--- config.mk ---
export PLATFORM = sky130hd
export DESIGN_NAME = pc_seq
export DESIGN_NICKNAME = d
export VERILOG_FILES = /design/src/rtl/pc_seq.sv
export SDC_FILE = /design/constraint.sdc
export NUM_CORES = 1
export LEC_CHECK = 0
export ABC_AREA = 0
export CELL_PAD_IN_SITES_DETAIL_PLACEMENT = 0
export CELL_PAD_IN_SITES_GLOBAL_PLACEMENT = 1
export CORE_ASPECT_RATIO = 0.7
export CORE_UTILIZATION = 24
export DETAILED_ROUTE_END_ITERATION = 16
export GPL_TIMING_DRIVEN = 1
export HOLD_SLACK_MARGIN = 0.12
export PLACE_DENSITY_LB_ADDON = 0.1
export SLEW_MARGIN = 20
export SYNTH_ARGS = -nofsm -noshare
export SYNTH_HDL_FRONTEND = slang
export SYNTH_SLANG_ARGS = --single-unit
--- constraint.sdc ---
create_clock -name clk -period 2.72 [get_ports clk]
set_input_delay 0.408 -clock clk [delete_from_list [all_inputs] [get_ports clk]]
set_output_delay 0.408 -clock clk [all_outputs]
set_load 0.05 [all_outputs]
--- src/rtl/pc_seq.sv ---
// pc_seq -- program-counter sequencer for the multi-program core.
//
// Holds the instruction fetch address and launches programs from a
// parameter entry table, one program per start pulse, cycling through the
// table in order. While a program runs the PC advances, branches
// (unconditionally or on the ALU z/lt flags), calls and returns through a
// small hardware return-address stack. A stack overflow/underflow ends the
// program and raises a sticky stack_err flag.
//
// Ports:
//   clk        rising-edge clock
//   reset      synchronous active-high reset
//   start      launch the next program (only acted on in IDLE or DONE)
//   stall      hold PC and stack this cycle (RUN only)
//   halt       end the current program (RUN only)
//   br_mode    0 NEXT, 1 BA, 2 BL, 3 BGE, 4 BE, 5 BNE, 6 CALL, 7 RET
//   z, lt      ALU flags, sampled with br_mode
//   bamt       signed branch/call offset
//   PC         current fetch address
//   prog_id    index of the program currently/last loaded
//   running    high while a program runs
//   done       high once a program has ended
//   stack_err  sticky return-stack fault flag
module pc_seq #(
    parameter int                        PC_W        = 8,
    parameter int                        OFF_W       = 8,
    parameter int                        NUM_PROG    = 3,
    parameter logic [NUM_PROG*PC_W-1:0]  ENTRY       = {8'd44, 8'd25, 8'd0},
    parameter int                        STACK_DEPTH = 4,
    localparam int                       PID_W       = (NUM_PROG > 1) ? $clog2(NUM_PROG) : 1
) (
    input  logic             clk,
    input  logic             reset,
    input  logic             start,
    input  logic             stall,
    input  logic             halt,
    input  logic [2:0]       br_mode,
    input  logic             z,
    input  logic             lt,
    input  logic [OFF_W-1:0] bamt,
    output logic [PC_W-1:0]  PC,
    output logic [PID_W-1:0] prog_id,
    output logic             running,
    output logic             done,
    output logic             stack_err
);

    // sp counts 0..STACK_DEPTH inclusive, so it needs one more code than the index.
    localparam int SP_W  = $clog2(STACK_DEPTH + 1);
    localparam int IDX_W = (STACK_DEPTH > 1) ? $clog2(STACK_DEPTH) : 1;

    localparam logic [2:0] BR_NEXT = 3'd0;
    localparam logic [2:0] BR_BA   = 3'd1;
    localparam logic [2:0] BR_BL   = 3'd2;
    localparam logic [2:0] BR_BGE  = 3'd3;
    localparam logic [2:0] BR_BE   = 3'd4;
    localparam logic [2:0] BR_BNE  = 3'd5;
    localparam logic [2:0] BR_CALL = 3'd6;
    localparam logic [2:0] BR_RET  = 3'd7;

    typedef enum logic [1:0] {S_IDLE, S_RUN, S_DONE} state_t;

    state_t           state_reg;
    logic [PC_W-1:0]  pc_reg;
    logic [PID_W-1:0] pid_reg;
    logic [PID_W-1:0] ptr_reg;
    logic [SP_W-1:0]  sp_reg;
    logic             err_reg;
    logic             running_reg;
    logic             done_reg;

    logic [PC_W-1:0]  entry_tab [NUM_PROG];
    logic [PC_W-1:0]  stack_mem [STACK_DEPTH];

    generate
        for (genvar gi = 0; gi < NUM_PROG; gi++) begin : g_entry
            assign entry_tab[gi] = ENTRY[gi*PC_W +: PC_W];
        end
    endgenerate

    logic [PC_W-1:0]  bamt_ext;
    logic [PC_W-1:0]  pc_inc;
    logic [PC_W-1:0]  pc_tgt;
    logic [PC_W-1:0]  top_addr;
    logic [SP_W-1:0]  sp_dec;
    logic [IDX_W-1:0] push_idx;
    logic [IDX_W-1:0] top_idx;
    logic [PID_W-1:0] ptr_next;
    logic             stack_full;
    logic             stack_empty;
    logic             advance;
    logic             push_en;
    logic             taken;

    // Offset is two's complement; the signed cast sign-extends to PC width.
    assign bamt_ext    = PC_W'($signed(bamt));
    assign pc_inc      = pc_reg + PC_W'(1);
    assign pc_tgt      = pc_reg + bamt_ext;
    assign stack_full  = (sp_reg == SP_W'(STACK_DEPTH));
    assign stack_empty = (sp_reg == '0);
    assign sp_dec      = sp_reg - SP_W'(1);
    assign push_idx    = sp_reg[IDX_W-1:0];
    assign top_idx     = sp_dec[IDX_W-1:0];
    assign top_addr    = stack_mem[top_idx];
    assign ptr_next    = (ptr_reg == PID_W'(NUM_PROG - 1)) ? '0 : ptr_reg + PID_W'(1);

    // A branch/call/return only acts in RUN when neither halt nor stall wins.
    assign advance = (state_reg == S_RUN) && !halt && !stall;
    assign push_en = advance && (br_mode == BR_CALL) && !stack_full && !reset;

    always_comb begin
        taken = 1'b0;
        case (br_mode)
            BR_BA:   taken = 1'b1;
            BR_BL:   taken = lt;
            BR_BGE:  taken = !lt;
            BR_BE:   taken = z;
            BR_BNE:  taken = !z;
            default: taken = 1'b0;
        endcase
    end

    // Return-address storage; only the pointer is reset.
    always_ff @(posedge clk) begin
        if (push_en) begin
            stack_mem[push_idx] <= pc_inc;
        end
    end

    always_ff @(posedge clk) begin
        if (reset) begin
            state_reg   <= S_IDLE;
            pc_reg      <= '0;
            pid_reg     <= '0;
            ptr_reg     <= '0;
            sp_reg      <= '0;
            err_reg     <= 1'b0;
            running_reg <= 1'b0;
            done_reg    <= 1'b0;
        end else begin
            case (state_reg)
                S_IDLE, S_DONE: begin
                    if (start) begin
                        pc_reg      <= entry_tab[ptr_reg];
                        pid_reg     <= ptr_reg;
                        ptr_reg     <= ptr_next;
                        sp_reg      <= '0;
                        err_reg     <= 1'b0;
                        state_reg   <= S_RUN;
                        running_reg <= 1'b1;
                        done_reg    <= 1'b0;
                    end
                end
                S_RUN: begin
                    if (halt) begin
                        state_reg   <= S_DONE;
                        running_reg <= 1'b0;
                        done_reg    <= 1'b1;
                    end else if (!stall) begin
                        if ((br_mode == BR_CALL && stack_full) ||
                            (br_mode == BR_RET && stack_empty)) begin
                            // Fault: PC and stack are frozen, program ends.
                            err_reg     <= 1'b1;
                            state_reg   <= S_DONE;
                            running_reg <= 1'b0;
                            done_reg    <= 1'b1;
                        end else if (br_mode == BR_CALL) begin
                            sp_reg <= sp_reg + SP_W'(1);
                            pc_reg <= pc_tgt;
                        end else if (br_mode == BR_RET) begin
                            sp_reg <= sp_dec;
                            pc_reg <= top_addr;
                        end else begin
                            pc_reg <= taken ? pc_tgt : pc_inc;
                        end
                    end
                end
                default: begin
                    state_reg   <= S_IDLE;
                    running_reg <= 1'b0;
                    done_reg    <= 1'b0;
                end
            endcase
        end
    end

    assign PC        = pc_reg;
    assign prog_id   = pid_reg;
    assign running   = running_reg;
    assign done      = done_reg;
    assign stack_err = err_reg;

endmodule

==> results.sh, run 1 <==
export IMPL_outcome="completed"
export IMPL_area_growth_pct=28.04
export IMPL_finalPower_mw=1.914
export IMPL_reg2reg_to="PC[7]"
export IMPL_maxUsedRoutingLayer="met4"
export IMPL_maxSlewHeadroom_pct=64.78
export IMPL_antenna_found_initial=0
export IMPL_endpoint_kind="flop"
export IMPL_cpMaxStageDelayCell="dfxtp_1"
export IMPL_worstPathRequired_ns=2.90
export IMPL_dp_hpwl_mm=6.439
export IMPL_ys_types=52
export IMPL_post_drt_via_cell_ratio=4.747
export IMPL_clock_latency_ns=0.30
export IMPL_routed_wl_mm=8.340
export IMPL_start_util_pct=24.76
export IMPL_worstPathArrival_ns=2.45
export IMPL_cap_violations=0
export IMPL_hold_viol=0
export IMPL_leakage_nw=1.327
export IMPL_rrSetupSlack_ns=0.45
export IMPL_slowest_delay_ns=0.57
export IMPL_grt_pass1_vias=2223
export IMPL_crit_path_start_kind="flop"
export IMPL_antennaDiodeCount=0
export IMPL_row_count=33
export IMPL_wire_per_inst_um=17.86
export IMPL_layout_common_cells="edfxtp_1, clkdlybuf4s50_1, dfxtp_1, nor2_1"
export IMPL_power_density_nw_per_um2=513.0
export IMPL_ys_seq_area_share_pct=46.72
export IMPL_root_buffer="clkbuf_16"
export IMPL_synth_cells=260
export IMPL_crit_cells=7
export IMPL_cp_buffers_inverters=1
export IMPL_setup_worst_path_class="reg2reg"
export IMPL_synth_seq_cells=52
export IMPL_finalSetupTns_ns=0
export IMPL_min_period_over_period_pct=83.40
export IMPL_netlist_top_cell_by_area="edfxtp_1"
export IMPL_dr_pass1_iters=6
export IMPL_cts_resized=0
export IMPL_multi_input_area_sq_um=1489
export IMPL_grt_ovfl_total=0
export IMPL_synthTopCellsByArea="edfxtp_1, dfxtp_1, ha_1"
export IMPL_ys_warn_count=0
export IMPL_rsz0062_at_grt="false"
export IMPL_postCtsSetupBuffers=0
export IMPL_layout_commonest_cell="edfxtp_1"
export IMPL_wl_met2_mm=3.371
export IMPL_worstPathCellList="ha_1 > a211oi_1 > o21bai_1 > o31ai_1 > buf_4 > xnor2_1 > a31oi_1"
export IMPL_regArea_sq_um=1361
export IMPL_synth_edf_count=32
export IMPL_synth_async_sr_flop_share_pct=0
export IMPL_cts_max_path_buffers=2
export IMPL_setup_viol=0
export IMPL_avgSynthCellArea_sq_um=11.21
export IMPL_die_w_um=133.7
export IMPL_syn_area_sq_um=2914
export IMPL_dieArea_sq_um=12590
export IMPL_critPathTopFamily="compound AO/OA/AOI/OAI gates"
export IMPL_largest_register_ffs=32
export IMPL_htree_levels=2
export IMPL_fin_skew_ns=0.005651
export IMPL_vias=2217
export IMPL_drive_gt1_share_pct=15.48
export IMPL_crit_path_max_fanout=8
export IMPL_grt_pass1_wl_mm=13.16
export IMPL_grtUsageTotal_pct=14.13
export IMPL_coreArea_sq_um=11770
export IMPL_drt_iter0_drc=144
export IMPL_ant_nets=0
export IMPL_cts_hold_buf=0
export IMPL_io_buffers=30
export IMPL_fmax_mhz=440.8
export IMPL_cts_buffers=5
export IMPL_place_congestion=0.7676
export IMPL_hold_path_class="reg2reg"
export IMPL_ios=31
export IMPL_synth_top_area_share_pct=32.98
export IMPL_cts_tree="done"
export IMPL_ir_drop_mv=0.2203
export IMPL_clk_pin_slew_worst_paths_ns=0.08
export IMPL_synth_ff_type="edfxtp_1"
export IMPL_die_h_um=94.19
export IMPL_dr_wl_met3_um=394
export IMPL_drc=0
export IMPL_worst_r2r_path_depth=7
export IMPL_nets=344
export IMPL_fill_cells=1204
export IMPL_post_route_min_period_ns=2.268
export IMPL_crit_start="PC[1]"
export IMPL_grt_max_degree=20
export IMPL_clkSinkCount=52
export IMPL_r2r_start="PC[1]"
export IMPL_drv_slew=0
export IMPL_drt_met1_wl_mm=4.516
export IMPL_cp_endpoint="PC[7]"
export IMPL_synthesis_nets=295
export IMPL_tightest_slew_ns=0.5264
layout make-up:
class                      count  share of cell area [%]
sequential                    52                   36.49
timing repair buffer          50                   13.41
multi-input combinational    192                   39.91
inverter                       8                  0.8048
tap                          157                   5.265
clock inverter                 3                  0.7713
clock buffer                   5                   3.353
stage by stage:
| stage | worst slack (ns) | hold WS [ns] | area [sq um] | cells | util [%] |
|---|---|---|---|---|---|
| global placement | 0.1478 | 0.4465 | 3577 | 459 | 30.40 |
| detailed placement | 0.1287 | 0.4519 | 3577 | 459 | 30.40 |
| floorplan | 0.4993 | 0.4616 | 2914 | 260 | - |
| finish | 0.4516 | 0.4554 | 3731 | 467 | 31.71 |
| global route | 0.2488 | 0.4783 | 3731 | 467 | 31.71 |
| CTS | 0.4255 | 0.4628 | 3731 | 467 | 31.71 |
worst min-delay path, cell delays in order (launching register included):
cell	delay, ns
dfxtp_1	0.31
nand2_1	0.05
a21oi_1	0.05
per-layer routing:
metal	vias to the layer above	track usage, %
li1	1092	-
met1	1064	21.81
met2	57	19.91
met3	4	2.481
met4	0	3.125
met5	-	0
cell usage after synthesis, types with 2 or more instances:
master	instances
edfxtp_1	32
dfxtp_1	20
nor2_1	18
ha_1	16
a21oi_1	14
nand2_1	14
nand3_1	13
xnor2_1	11
inv_1	8
mux4_2	8
o21ai_0	8
nor3_1	7
a31oi_1	6
and2_1	6
o21a_1	6
a211oi_1	4
and3_1	4
o21ai_1	4
buf_2	3
clkbuf_1	3
nand2b_1	3
nor2b_1	3
o21bai_1	3
xor2_1	3
a2111oi_2	2
a211o_1	2
a21o_1	2
a311oi_1	2
a41oi_1	2
buf_1	2
mux2i_1	2
nand2_2	2
nand3b_1	2
o211ai_1	2
o21ai_2	2
o221ai_1	2
o31ai_1	2
o32ai_1	2
or3_1	2
cells by family after synthesis:
logic type | after synthesis | synth area share, %
simple gates | 79 | 14.13
buf+inv | 16 | 2.190
compound gates | 72 | 18.33
xor+xnor | 14 | 4.208
mux | 10 | 6.870
fa+ha+maj | 17 | 7.557
flops | 52 | 46.72
report_power, final:
part	switching, mW	total (mW)	internal (mW)
registers	0.0199	0.872	0.852
logic	0.219	0.369	0.150
clock network	0.318	0.673	0.355
total	0.557	1.91	1.36
how the worst min path moves through the flow:
stage | from | to | slack, ns | cells after the start
global placement | prog_id[0] | prog_id[0] | 0.45 | 2
finish | prog_id[0] | prog_id[0] | 0.46 | 2
CTS | prog_id[0] | prog_id[0] | 0.46 | 2
global route | prog_id[0] | prog_id[0] | 0.48 | 2
floorplan | ptr_reg[1] | prog_id[1] | 0.46 | 2
detailed placement | prog_id[0] | prog_id[0] | 0.45 | 2
Note: power is estimated with default switching activity, not from simulation.
==> inputs of run 2 (changes only) <==
==> constraint.sdc (replaced) <==
create_clock -name clk -period 2.28 [get_ports clk]
set_input_delay 0.342 -clock clk [delete_from_list [all_inputs] [get_ports clk]]
set_output_delay 0.342 -clock clk [all_outputs]
set_load 0.05 [all_outputs]
==> results.sh, run 2 (same netlist as run 1, synthesis figures left out) <==
export IMPL_root_buffer="clkbuf_16"
export IMPL_ios=31
export IMPL_hold_slack_ns=0.4542
export IMPL_coreArea_sq_um=11770
export IMPL_grt_pass1_vias=2352
export IMPL_fin_ws_ns=0.1147
export IMPL_worst_r2r_path_depth=7
export IMPL_postCtsSetupBuffers=0
export IMPL_layout_common_cells="buf_4, edfxtp_1, clkdlybuf4s50_1, dfxtp_1, nor2_1"
export IMPL_clk_pin_slew_worst_paths_ns=0.08
export IMPL_cts_buffers=5
export IMPL_worstPathArrival_ns=2.37
export IMPL_fmax_mhz=461.8
export IMPL_vias=2274
export IMPL_dp_hpwl_mm=6.587
export IMPL_grt_ovfl_total=0
export IMPL_setup_worst_path_class="in2reg"
export IMPL_start_util_pct=24.76
export IMPL_dr_pass1_iters=4
export IMPL_die_h_um=94.19
export IMPL_finalPower_mw=2.342
export IMPL_area_growth_pct=35.08
export IMPL_fin_cells=490
export IMPL_nets=367
export IMPL_layout_commonest_cell="buf_4"
export IMPL_drt_iter0_drc=195
export IMPL_ant_nets=0
export IMPL_maxSlewHeadroom_pct=65.84
export IMPL_antennaDiodeCount=0
export IMPL_dieArea_sq_um=12590
export IMPL_grtUsageTotal_pct=14.77
export IMPL_crit_path_start_kind="primary input"
export IMPL_largest_register_ffs=32
export IMPL_setup_viol=0
export IMPL_worstPathRequired_ns=2.48
export IMPL_wl_met2_mm=3.463
export IMPL_clkSinkCount=52
export IMPL_outcome="completed"
export IMPL_cap_violations=0
export IMPL_clock_latency_ns=0.30
export IMPL_row_count=33
export IMPL_hold_viol=0
export IMPL_drive_gt1_share_pct=22.52
export IMPL_dp_cells=482
export IMPL_hold_path_class="reg2reg"
export IMPL_dr_wl_met3_um=405
export IMPL_min_period_over_period_pct=94.97
export IMPL_power_density_nw_per_um2=595.0
export IMPL_die_w_um=133.7
export IMPL_post_route_min_period_ns=2.165
export IMPL_hold_path_cell_count=2
export IMPL_drv_slew=0
export IMPL_drc=0
export IMPL_place_congestion=0.8017
export IMPL_htree_levels=2
export IMPL_maxUsedRoutingLayer="met4"
export IMPL_pre_cts_ws_ns=-0.2408
export IMPL_drt_met1_wl_mm=4.563
export IMPL_io_buffers=30
export IMPL_cts_tree="done"
export IMPL_grt_pass1_wl_mm=13.76
export IMPL_antenna_found_initial=0
export IMPL_fin_util_pct=33.45
export IMPL_leakage_nw=1.441
export IMPL_post_drt_via_cell_ratio=4.641
export IMPL_rsz0062_at_grt="false"
export IMPL_routed_wl_mm=8.486
export IMPL_endpoint_kind="flop"
export IMPL_grt_max_degree=20
export IMPL_fin_skew_ns=0.002551
export IMPL_crit_path_max_fanout=2
export IMPL_wire_per_inst_um=17.32
export IMPL_tightest_slew_ns=0.5088
export IMPL_ir_drop_mv=0.2962
export IMPL_cts_max_path_buffers=2
## run 2: cell count changes in the layout (fill, tap and decap cells not counted), sizes merged
cell,change
buf,+23
## run 2: worst paths after layout
kind,slack (ns),startpoint,end
max,0.11,bamt[0],PC[2]
min,0.45,prog_id[0],prog_id[0]
max reg2reg,0.21,sp_reg[1],PC[0]
min reg2reg,0.45,prog_id[0],prog_id[0]
## run 2: area by class of cell
| cell class | instances | area (sq um) |
|---|---|---|
| clock buffers | 5 | 125.1 |
| clock inverters | 3 | 28.78 |
| fillers | 1203 | 7831 |
| inverters | 8 | 30.03 |
| multi-input cells | 192 | 1509 |
| flip-flops and latches | 52 | 1361 |
| well taps | 157 | 196.4 |
| repair buffers | 73 | 685.7 |
## run 2: metal layers
metal | track usage, % | vias up
li1 | - | 1145
met1 | 22.24 | 1082
met2 | 21.46 | 43
met3 | 2.751 | 4
met4 | 3.125 | 0
met5 | 0 | -
## run 2: worst max-delay path, stage by stage
cell             delay (ns)
clkdlybuf4s50_1        0.41
ha_1                   0.23
fa_1                   0.44
xor2_2                 0.25
o221ai_1               0.16
a211o_1                0.24
a311oi_1               0.29
## run 2: repair_timing
item,4_1_cts,5_1_grt
gates resized for setup,0,4
hold buffers,0,0
endpoints found under the setup margin,0,3
## run 2: power by group
group,total (mW),switching [mW],internal (mW)
registers,1.03,0.0185,1.02
logic,0.492,0.273,0.219
clock network,0.816,0.392,0.424
## run 2: stage by stage
stage               cell area (sq um)  TNS (ns)
floorplan                        2914         0
global placement                 3762    -4.350
detailed placement               3762    -4.709
CTS                              3916         0
global route                     3936         0
finish                           3936         0
